`src/rtl/ascii_case_pkg.sv`:
```
// Shared constants for the ASCII case-conversion stream: mode codes,
// letter bounds and the skid-buffer state encoding.
package ascii_case_pkg;

    localparam logic [1:0] MODE_PASS   = 2'b00;
    localparam logic [1:0] MODE_UPPER  = 2'b01;
    localparam logic [1:0] MODE_LOWER  = 2'b10;
    localparam logic [1:0] MODE_TOGGLE = 2'b11;

    localparam logic [7:0] UC_LO = 8'h41;
    localparam logic [7:0] UC_HI = 8'h5A;
    localparam logic [7:0] LC_LO = 8'h61;
    localparam logic [7:0] LC_HI = 8'h7A;

    typedef enum logic [1:0] {
        SKID_EMPTY = 2'b00,
        SKID_ONE   = 2'b01,
        SKID_TWO   = 2'b10
    } skid_state_e;

endpackage

```
`src/rtl/case_lane_conv.sv`:
```
// Single-byte case converter: letters get bit5 adjusted by mode, everything
// else passes; a masked-off lane yields 0x00 and never reports a change.
module case_lane_conv
    import ascii_case_pkg::*;
(
    input  logic [7:0] ch,
    input  logic [1:0] mode,
    input  logic       keep,
    output logic [7:0] conv,
    output logic       changed
);

    logic is_uc;
    logic is_lc;
    logic flip;

    always_comb begin
        is_uc = (ch >= UC_LO) && (ch <= UC_HI);
        is_lc = (ch >= LC_LO) && (ch <= LC_HI);
        flip  = 1'b0;
        case (mode)
            MODE_UPPER:  flip = is_lc;
            MODE_LOWER:  flip = is_uc;
            MODE_TOGGLE: flip = is_uc | is_lc;
            default:     flip = 1'b0;
        endcase
        conv    = keep ? (ch ^ {2'b00, flip, 5'b00000}) : 8'h00;
        changed = keep & flip;
    end

endmodule

```
`src/rtl/ascii_case_stream.sv`:
```
// Multi-lane ASCII case converter with valid/ready handshake, a registered
// two-entry skid buffer and a saturating count of bytes actually changed.
module ascii_case_stream
    import ascii_case_pkg::*;
#(
    parameter int LANES = 4,
    parameter int CNT_W = 16
) (
    input  logic                 clk,
    input  logic                 rst,
    input  logic [1:0]           mode,
    input  logic [8*LANES-1:0]   in_data,
    input  logic [LANES-1:0]     in_keep,
    input  logic                 in_last,
    input  logic                 in_valid,
    output logic                 in_ready,
    output logic [8*LANES-1:0]   out_data,
    output logic [LANES-1:0]     out_keep,
    output logic                 out_last,
    output logic                 out_valid,
    input  logic                 out_ready,
    input  logic                 cnt_clear,
    output logic [CNT_W-1:0]     conv_count
);

    localparam int DW   = 8 * LANES;
    localparam int PC_W = $clog2(LANES + 1);

    function automatic logic [CNT_W-1:0] sat_add(input logic [CNT_W-1:0] a,
                                                 input logic [PC_W-1:0]  b);
        logic [CNT_W+PC_W-1:0] sum;
        sum = {{PC_W{1'b0}}, a} + {{CNT_W{1'b0}}, b};
        if (sum > {{PC_W{1'b0}}, {CNT_W{1'b1}}})
            return {CNT_W{1'b1}};
        return sum[CNT_W-1:0];
    endfunction

    logic [DW-1:0]    conv_data;
    logic [LANES-1:0] lane_chg;
    logic [PC_W-1:0]  n_chg;

    for (genvar i = 0; i < LANES; i++) begin : g_lane
        case_lane_conv u_lane (
            .ch      (in_data[8*i +: 8]),
            .mode    (mode),
            .keep    (in_keep[i]),
            .conv    (conv_data[8*i +: 8]),
            .changed (lane_chg[i])
        );
    end

    always_comb begin
        n_chg = '0;
        for (int i = 0; i < LANES; i++)
            n_chg = n_chg + PC_W'(lane_chg[i]);
    end

    // Acceptance stage: converted beat lands in the output register or skid slot
    skid_state_e      state;
    logic [DW-1:0]    skid_data;
    logic [LANES-1:0] skid_keep;
    logic             skid_last;
    logic             accept;
    logic             pop;

    assign accept = in_valid & in_ready;
    assign pop    = out_valid & out_ready;

    always_ff @(posedge clk) begin
        if (rst) begin
            state      <= SKID_EMPTY;
            in_ready   <= 1'b1;
            out_valid  <= 1'b0;
            out_data   <= '0;
            out_keep   <= '0;
            out_last   <= 1'b0;
            conv_count <= '0;
        end else begin
            if (cnt_clear)
                conv_count <= '0;
            else if (accept)
                conv_count <= sat_add(conv_count, n_chg);

            case (state)
                SKID_EMPTY: begin
                    if (accept) begin
                        out_data  <= conv_data;
                        out_keep  <= in_keep;
                        out_last  <= in_last;
                        out_valid <= 1'b1;
                        state     <= SKID_ONE;
                    end
                end
                SKID_ONE: begin
                    if (accept && !pop) begin
                        skid_data <= conv_data;
                        skid_keep <= in_keep;
                        skid_last <= in_last;
                        in_ready  <= 1'b0;
                        state     <= SKID_TWO;
                    end else if (pop && !accept) begin
                        out_valid <= 1'b0;
                        state     <= SKID_EMPTY;
                    end else if (accept && pop) begin
                        out_data <= conv_data;
                        out_keep <= in_keep;
                        out_last <= in_last;
                    end
                end
                SKID_TWO: begin
                    // in_ready is low here, so only a pop can happen
                    if (pop) begin
                        out_data <= skid_data;
                        out_keep <= skid_keep;
                        out_last <= skid_last;
                        in_ready <= 1'b1;
                        state    <= SKID_ONE;
                    end
                end
                default: begin
                    state     <= SKID_EMPTY;
                    in_ready  <= 1'b1;
                    out_valid <= 1'b0;
                end
            endcase
        end
    end

endmodule

```
`config.mk`:
```
export PLATFORM = sky130hd
export DESIGN_NAME = ascii_case_stream
export DESIGN_NICKNAME = d
export VERILOG_FILES = /design/src/rtl/ascii_case_pkg.sv /design/src/rtl/case_lane_conv.sv /design/src/rtl/ascii_case_stream.sv
export SDC_FILE = /design/constraint.sdc
export NUM_CORES = 1
export LEC_CHECK = 0
export ABC_AREA = 0
export CAP_MARGIN = 30
export CELL_PAD_IN_SITES_DETAIL_PLACEMENT = 1
export CELL_PAD_IN_SITES_GLOBAL_PLACEMENT = 1
export CORE_UTILIZATION = 43
export CTS_BUF_LIST = sky130_fd_sc_hd__clkbuf_16
export DETAILED_ROUTE_END_ITERATION = 8
export PLACE_DENSITY_LB_ADDON = 0.1
export SYNTH_ARGS = -nofsm -noshare
export SYNTH_HDL_FRONTEND = slang
export SYNTH_SLANG_ARGS = --single-unit
```
`constraint.sdc`:
```
create_clock -name clk -period 10.5 [get_ports clk]
set_input_delay 1.575 -clock clk [delete_from_list [all_inputs] [get_ports clk]]
set_output_delay 1.575 -clock clk [all_outputs]
set_load 0.02 [all_outputs]
```
; Yosys cells after proc, flatten, opt, wreduce, memory -nomap -nowiden
; Index checks and enable logic that the tools add are counted.
[totals]
ff_bits = 94
output_inout_bits = 55
[classes]
addsub = 4
n_lt_le_gt_ge = 17
eq_ne = 13
muxes = 44
bitwise_logic = 17
n_reduce_logical = 21
[op_table]
columns = op, n
row1 = two-way mux 32 bit, 5
row2 = case mux 32 bit (3 select lines), 1
row3 = "greater-or-equal comparator 8 x 7 -> 1 bit, second input constant", 8
row4 = "less-or-equal comparator 8 x 7 -> 1 bit, second input constant", 8
row5 = two-way mux 16 bit, 2
row6 = two-way mux 8 bit, 4
row7 = XOR 8 x 6 -> 8 bit, 4
row8 = case mux 1 bit (3 select lines), 7
row9 = two-way mux 4 bit, 5
row10 = adder 16 x 3 -> 17 bit, 1
row11 = "greater-than comparator 17 x 16 -> 1 bit, second input constant", 1
row12 = two-way mux 1 bit, 14
row13 = "inequality test 2 bit, second input constant", 7
row14 = case mux 4 bit (3 select lines), 1
row15 = logical AND 1 bit, 11
row16 = AND reduction 3 bit, 3
row17 = two-way mux 2 bit, 4
row18 = bitwise AND 1 bit, 6
row19 = "equality test 2 bit, second input constant", 3
row20 = case mux 2 bit (3 select lines), 1
row21 = AND reduction 6 bit, 1
row22 = "equality test 2 x 1 -> 1 bit, second input constant", 2
row23 = bitwise OR 1 bit, 4
row24 = AND reduction 4 bit, 1
row25 = other kinds (9), 12

; Longest topological paths before layout
[depth]
depth_word = 15
ltp_mapped = 11
mapped_depth_nobuf = 11

; By module
; A second synthesis with hierarchy kept.
[hier_totals]
cells_unflattened = 410
hier_area_um2 = 4449.3
[by_module_without_submodules]
columns = mod, n_inst, cells_per_inst, area_per_inst_um2, seq_area_each_um2
row1 = ascii_case_stream, 1, 342, 3978.8, 2252.2
row2 = case_lane_conv, 4, 17, 117.6, 0.0

; Worst setup path after synthesis
; No wires, ideal clock.
[synth_timing]
path_type = input to register
startpoint = in in_data[2]
endpoint = reg conv_count[3]
setup_time_ns = 0.080
arrival_ns = 4.363
t_required_ns = 10.420
path_slack_ns = 6.058
cell_stages = 11
n_path_buf = 0
cell_sequence = or4_1 o2111ai_2 or3_1 fa_1 inv_1 fa_1 fa_1 nand3_2 or2_1 or3_4 a211oi_2
[synth_via]
elab_chain_len = 15
[synth_lines]
columns = item, line_no
row1 = from (decl), ascii_case_stream.sv:12  ; input logic [8*LANES-1:0] in_data,
row2 = greater-or-equal comparator 8 x 7 -> 1 bit (tied with other cells), case_lane_conv.sv:18  ; is_uc = (ch >= UC_LO) && (ch <= UC_HI);
row3 = logical AND 1 bit (on tied branches), "case_lane_conv.sv:18, case_lane_conv.sv:19"
row4 = bitwise OR 1 bit, case_lane_conv.sv:24  ; MODE_TOGGLE: flip = is_uc | is_lc;
row5 = case mux 1 bit (3 select lines) *, case_lane_conv.sv:21  ; case (mode)
row6 = bitwise AND 1 bit *, case_lane_conv.sv:28  ; changed = keep & flip;
row7 = adder 1 x 1 -> 2 bit *, ascii_case_stream.sv:55  ; n_chg = n_chg + PC_W'(lane_chg[i]);
row8 = adder 2 x 1 -> 3 bit *, ascii_case_stream.sv:55
row9 = adder 3 x 1 -> 3 bit *, ascii_case_stream.sv:55
row10 = adder 16 x 3 -> 17 bit *, ascii_case_stream.sv:32  ; sum = {{PC_W{1'b0}}, a} + {{CNT_W{1'b0}}, b};
row11 = greater-than comparator 17 x 16 -> 1 bit, ascii_case_stream.sv:33  ; if (sum > {{PC_W{1'b0}}, {CNT_W{1'b1}}})
row12 = two-way mux 1 bit, ascii_case_stream.sv:33
row13 = two-way mux 1 bit, ascii_case_stream.sv:81  ; else if (accept)
row14 = two-way mux 1 bit, ascii_case_stream.sv:79  ; if (cnt_clear)
row15 = two-way mux 1 bit, ascii_case_stream.sv:70  ; if (rst) begin
row16 = two-way mux 16 bit *, ascii_case_stream.sv:35  ; return sum[CNT_W-1:0];
row17 = to (signal assigned), ascii_case_stream.sv:82  ; conv_count <= sat_add(conv_count, n_chg);
row18 = to (decl), ascii_case_stream.sv:23  ; output logic [CNT_W-1:0] conv_count
; Mark *: on every way between the ends. The rest lies on a longest branch, timed or not. The select of a mux whose other input is x is not followed.
; A chain may end at the register's enable or synchronous reset.

; Worst setup path in the final report
[layout_timing]
startpoint = in mode[0]
endpoint = reg conv_count[6]
[layout_via]
elab_chain_len = 13
[layout_lines]
columns = item, line_no
row1 = from (decl), ascii_case_stream.sv:11  ; input logic [1:0] mode,
row2 = equality test 2 bit or equality test 2 x 1 -> 1 bit (tied branches), case_lane_conv.sv:21
row3 = case mux 1 bit (3 select lines), case_lane_conv.sv:21
row4 = bitwise AND 1 bit, case_lane_conv.sv:28
row5 = adder 1 x 1 -> 2 bit, ascii_case_stream.sv:55
row6 = adder 2 x 1 -> 3 bit, ascii_case_stream.sv:55
row7 = adder 3 x 1 -> 3 bit *, ascii_case_stream.sv:55
row8 = adder 16 x 3 -> 17 bit *, ascii_case_stream.sv:32
row9 = greater-than comparator 17 x 16 -> 1 bit, ascii_case_stream.sv:33
row10 = two-way mux 1 bit, ascii_case_stream.sv:33
row11 = two-way mux 1 bit, ascii_case_stream.sv:81
row12 = two-way mux 1 bit, ascii_case_stream.sv:79
row13 = two-way mux 1 bit, ascii_case_stream.sv:70
row14 = two-way mux 16 bit *, ascii_case_stream.sv:35
; Marked as above.

==> flow_summary.json <==
{
  "ys.flop_type": "dfxtp_1",
  "slew_headroom_pct": 49.3,
  "globalRoute.totalOverflow": 0,
  "dr_total_vias": 4019,
  "cp-end-kind": "flip-flop",
  "worstReg2RegStart": "conv_count[0]$_SDFFE_PP0P_",
  "cts_htree_levels": 3,
  "cts_setup_buffers": 0,
  "ctsLongestPathBuffers": 2,
  "cts_tree": "built",
  "ir_drop_uv": 86.1,
  "reg2reg_depth": 9,
  "synthArstFlopShare_pct": 0,
  "worstHoldStart": "conv_count[7]$_SDFFE_PP0P_",
  "reg2reg_slack_ns": 7.76,
  "synthTopCellsByCount": "74 x nand2_1, 57 x dfxtp_1, 46 x nor3_1, 37 x edfxtp_1, 31 x a311oi_2",
  "hold_slack_ns": 0.534,
  "crit_path_start_kind": "input port",
  "synth_area_mm2": 0.00478,
  "hp-class": "flip-flop to flip-flop",
  "setup.worst_path.class": "input port to flip-flop",
  "drt-total-wl_mm": 13.3,
  "postSynthCellCount": 477,
  "drv_slew": 0,
  "cts.sinks": 94,
  "portBuffers": 98,
  "dp_cells": 687,
  "die_area_mm2": 0.0115,
  "clk_pin_slew_worst_paths_ns": 0.06,
  "finalCriticalPeriod_ns": 4.89,
  "wire_per_inst_um": 18.9,
  "antenna_found_initial": 0,
  "chipHeight_um": 107,
  "crit_required_ns": 10.77,
  "postSynthAreaPerCell_um2": 10.0,
  "synth_most_common_cell": "nand2_1",
  "cp_max_fo": 7,
  "timing.fmax_ghz": 0.204,
  "cts_made_buffers": 9,
  "fillCellCount": 1197,
  "max_cap_viol_count": 0,
  "syn_nets": 528,
  "grt_max_degree": 45,
  "yosysTopAreaCell": "dfxtp_1",
  "stdcell_area_mm2": 0.00614,
  "p_per_area_mw_per_mm2": 151,
  "placed_area_mm2": 0.00586,
  "crit_arrival_ns": 5.16,
  "place_hpwl_mm": 8.91,
  "hold_viol": 0,
  "tightest_slew_ns": 0.761,
  "gp_congestion": 0.774,
  "setup_violations": 0,
  "drive_gt1_share_pct": 13.0,
  "fp.dieW_um": 107,
  "yosysTopAreaCellShare_pct": 23.9,
  "post_cts_resized": 0,
  "areaGrowthSynthToFinish_pct": 28.6,
  "synth_seq_area_share_pct": 47.2,
  "core_area_mm2": 0.0108,
  "start_util_pct": 44.1,
  "diodes": 0,
  "stdcell_count": 703,
  "clkLatencyLatePin_ns": 0.34,
  "hold_buffers": 0,
  "status": "completed",
  "io_pins": 99,
  "yosys_register_bits": 94,
  "drcViolationCount": 0,
  "tns_ns": 0,
  "grt_pass1_wl_mm": 21.4,
  "clockRootBuffer": "clkbuf_16",
  "skew_ns": 0.00582,
  "hold-path-endpoint": "conv_count[7]$_SDFFE_PP0P_",
  "r2r-end": "conv_count[6]$_SDFFE_PP0P_",
  "via_per_inst": 5.72,
  "p_leak_nw": 2.07,
  "synth.area.top_cells": "dfxtp_1 24%, edfxtp_1 23%, a311oi_2 9.7%",
  "synthDistinctLibCells": 49,
  "drtIter0Drc": 181,
  "synth_edf_count": 37,
  "first_pass_iters": 4,
  "track_usage_pct": 24.2,
  "min_path_cells": 1,
  "grt_setup_unrepaired": "false",
  "ant_nets": 0,
  "grt_pass1_vias": 4187,
  "row_count": 38,
  "fin_crit_sh_pct": 46.6,
  "nNetsFinal": 609,
  "ys_warn_count": 0
}
## logic make-up (layout without fill, tap and decap cells)
kind of cell / Yosys count / in the layout / synth area share (%)
AO/OA/AOI/OAI: 94 / 94 / 19.7
adder cells (fa/ha/maj): 7 / 7 / 2.31
buffers and inverters: 54 / 140 / 5.55
multiplexers: 8 / 8 / 1.89
AND/OR/NAND/NOR: 220 / 220 / 23.4
flip-flops: 94 / 94 / 47.2
## placed cells by master (no fill, tap or decap), drive strengths merged, types with 5 or more instances in the layout
cell type / netlist / routed
clkdlybuf4s50: 0 / 97
nand2: 74 / 74
dfxtp: 57 / 57
nor3: 47 / 47
a311oi: 39 / 39
edfxtp: 37 / 37
and2: 26 / 26
nor2: 26 / 26
inv: 19 / 21
a21oi: 19 / 19
nand3: 10 / 10
clkbuf: 19 / 9
o21ai: 8 / 8
mux2: 8 / 8
o2111ai: 8 / 8
a211oi: 8 / 8
buf: 16 / 8
or3: 7 / 7
and3: 6 / 6
a31oi: 5 / 5
## worst max-delay path by stage
stage,startpoint,to
finish,mode[0],conv_count[6]$_SDFFE_PP0P_
global route,in_data[2],conv_count[3]$_SDFFE_PP0P_
CTS,mode[0],conv_count[6]$_SDFFE_PP0P_
detailed placement,mode[0],conv_count[6]$_SDFFE_PP0P_
global placement,mode[0],conv_count[6]$_SDFFE_PP0P_
floorplan,in_data[2],conv_count[3]$_SDFFE_PP0P_
## cell type report
| type | count | area, um2 | area share (%) |
|---|---|---|---|
| clock inverter | 7 | 57.6 | 0.937 |
| clock buffer | 9 | 225 | 3.67 |
| sequential | 94 | 2250 | 36.7 |
| inverter | 19 | 71.3 | 1.16 |
| timing repair buffer | 105 | 1080 | 17.6 |
| multi-input combinational | 329 | 2280 | 37.1 |
| tap | 140 | 175 | 2.85 |
## power by group
group | internal [W] | total [W] | leakage [nW] | switching [W]
clock | 0.000181 | 0.000317 | 0.151 | 0.000136
combinational | 0.0000871 | 0.000191 | 1.11 | 0.000104
sequential | 0.000402 | 0.000416 | 0.808 | 0.0000141
total | 0.000671 | 0.000925 | 2.07 | 0.000255
## routing by layer
metal	routed length (um)	GRT usage (%)
met1	6160	31.5
met2	6470	40.6
met3	561	4.60
met4	121	6.95
met5	0	0
## state kept, by name, summed over array words and instances, names as in the netlist
name,count
skid_data,32
skid_last,1
conv_count,16
in_ready,1
out_last,1
out_valid,1
out_data,32
skid_keep,4
out_keep,4
state,2
## through the flow
| step | utilization [%] | setup slack [ns] | power [W] |
|---|---|---|---|
| 5_1_grt | 56.7 | 5.48 | 0.000961 |
| 3_3_place_gp | 53.4 | 5.37 | 0.000606 |
| 3_5_place_dp | 54.1 | 5.27 | 0.000616 |
| 6_report | 56.7 | 5.61 | 0.000925 |
| 4_1_cts | 56.7 | 5.63 | 0.000934 |
| 2_1_floorplan | - | 6.06 | 0.000535 |
## worst max-delay path, stage by stage
cell,delay (ns)
clkdlybuf4s50_1,0.61
mux2_1,0.21
o2111ai_2,0.16
or3_1,0.39
fa_1,0.53
inv_1,0.06
fa_1,0.45
fa_1,0.44
nand3_2,0.17
nor2_1,0.11
and4_1,0.25
a211oi_2,0.20
Power figures use the tool's default switching activity.
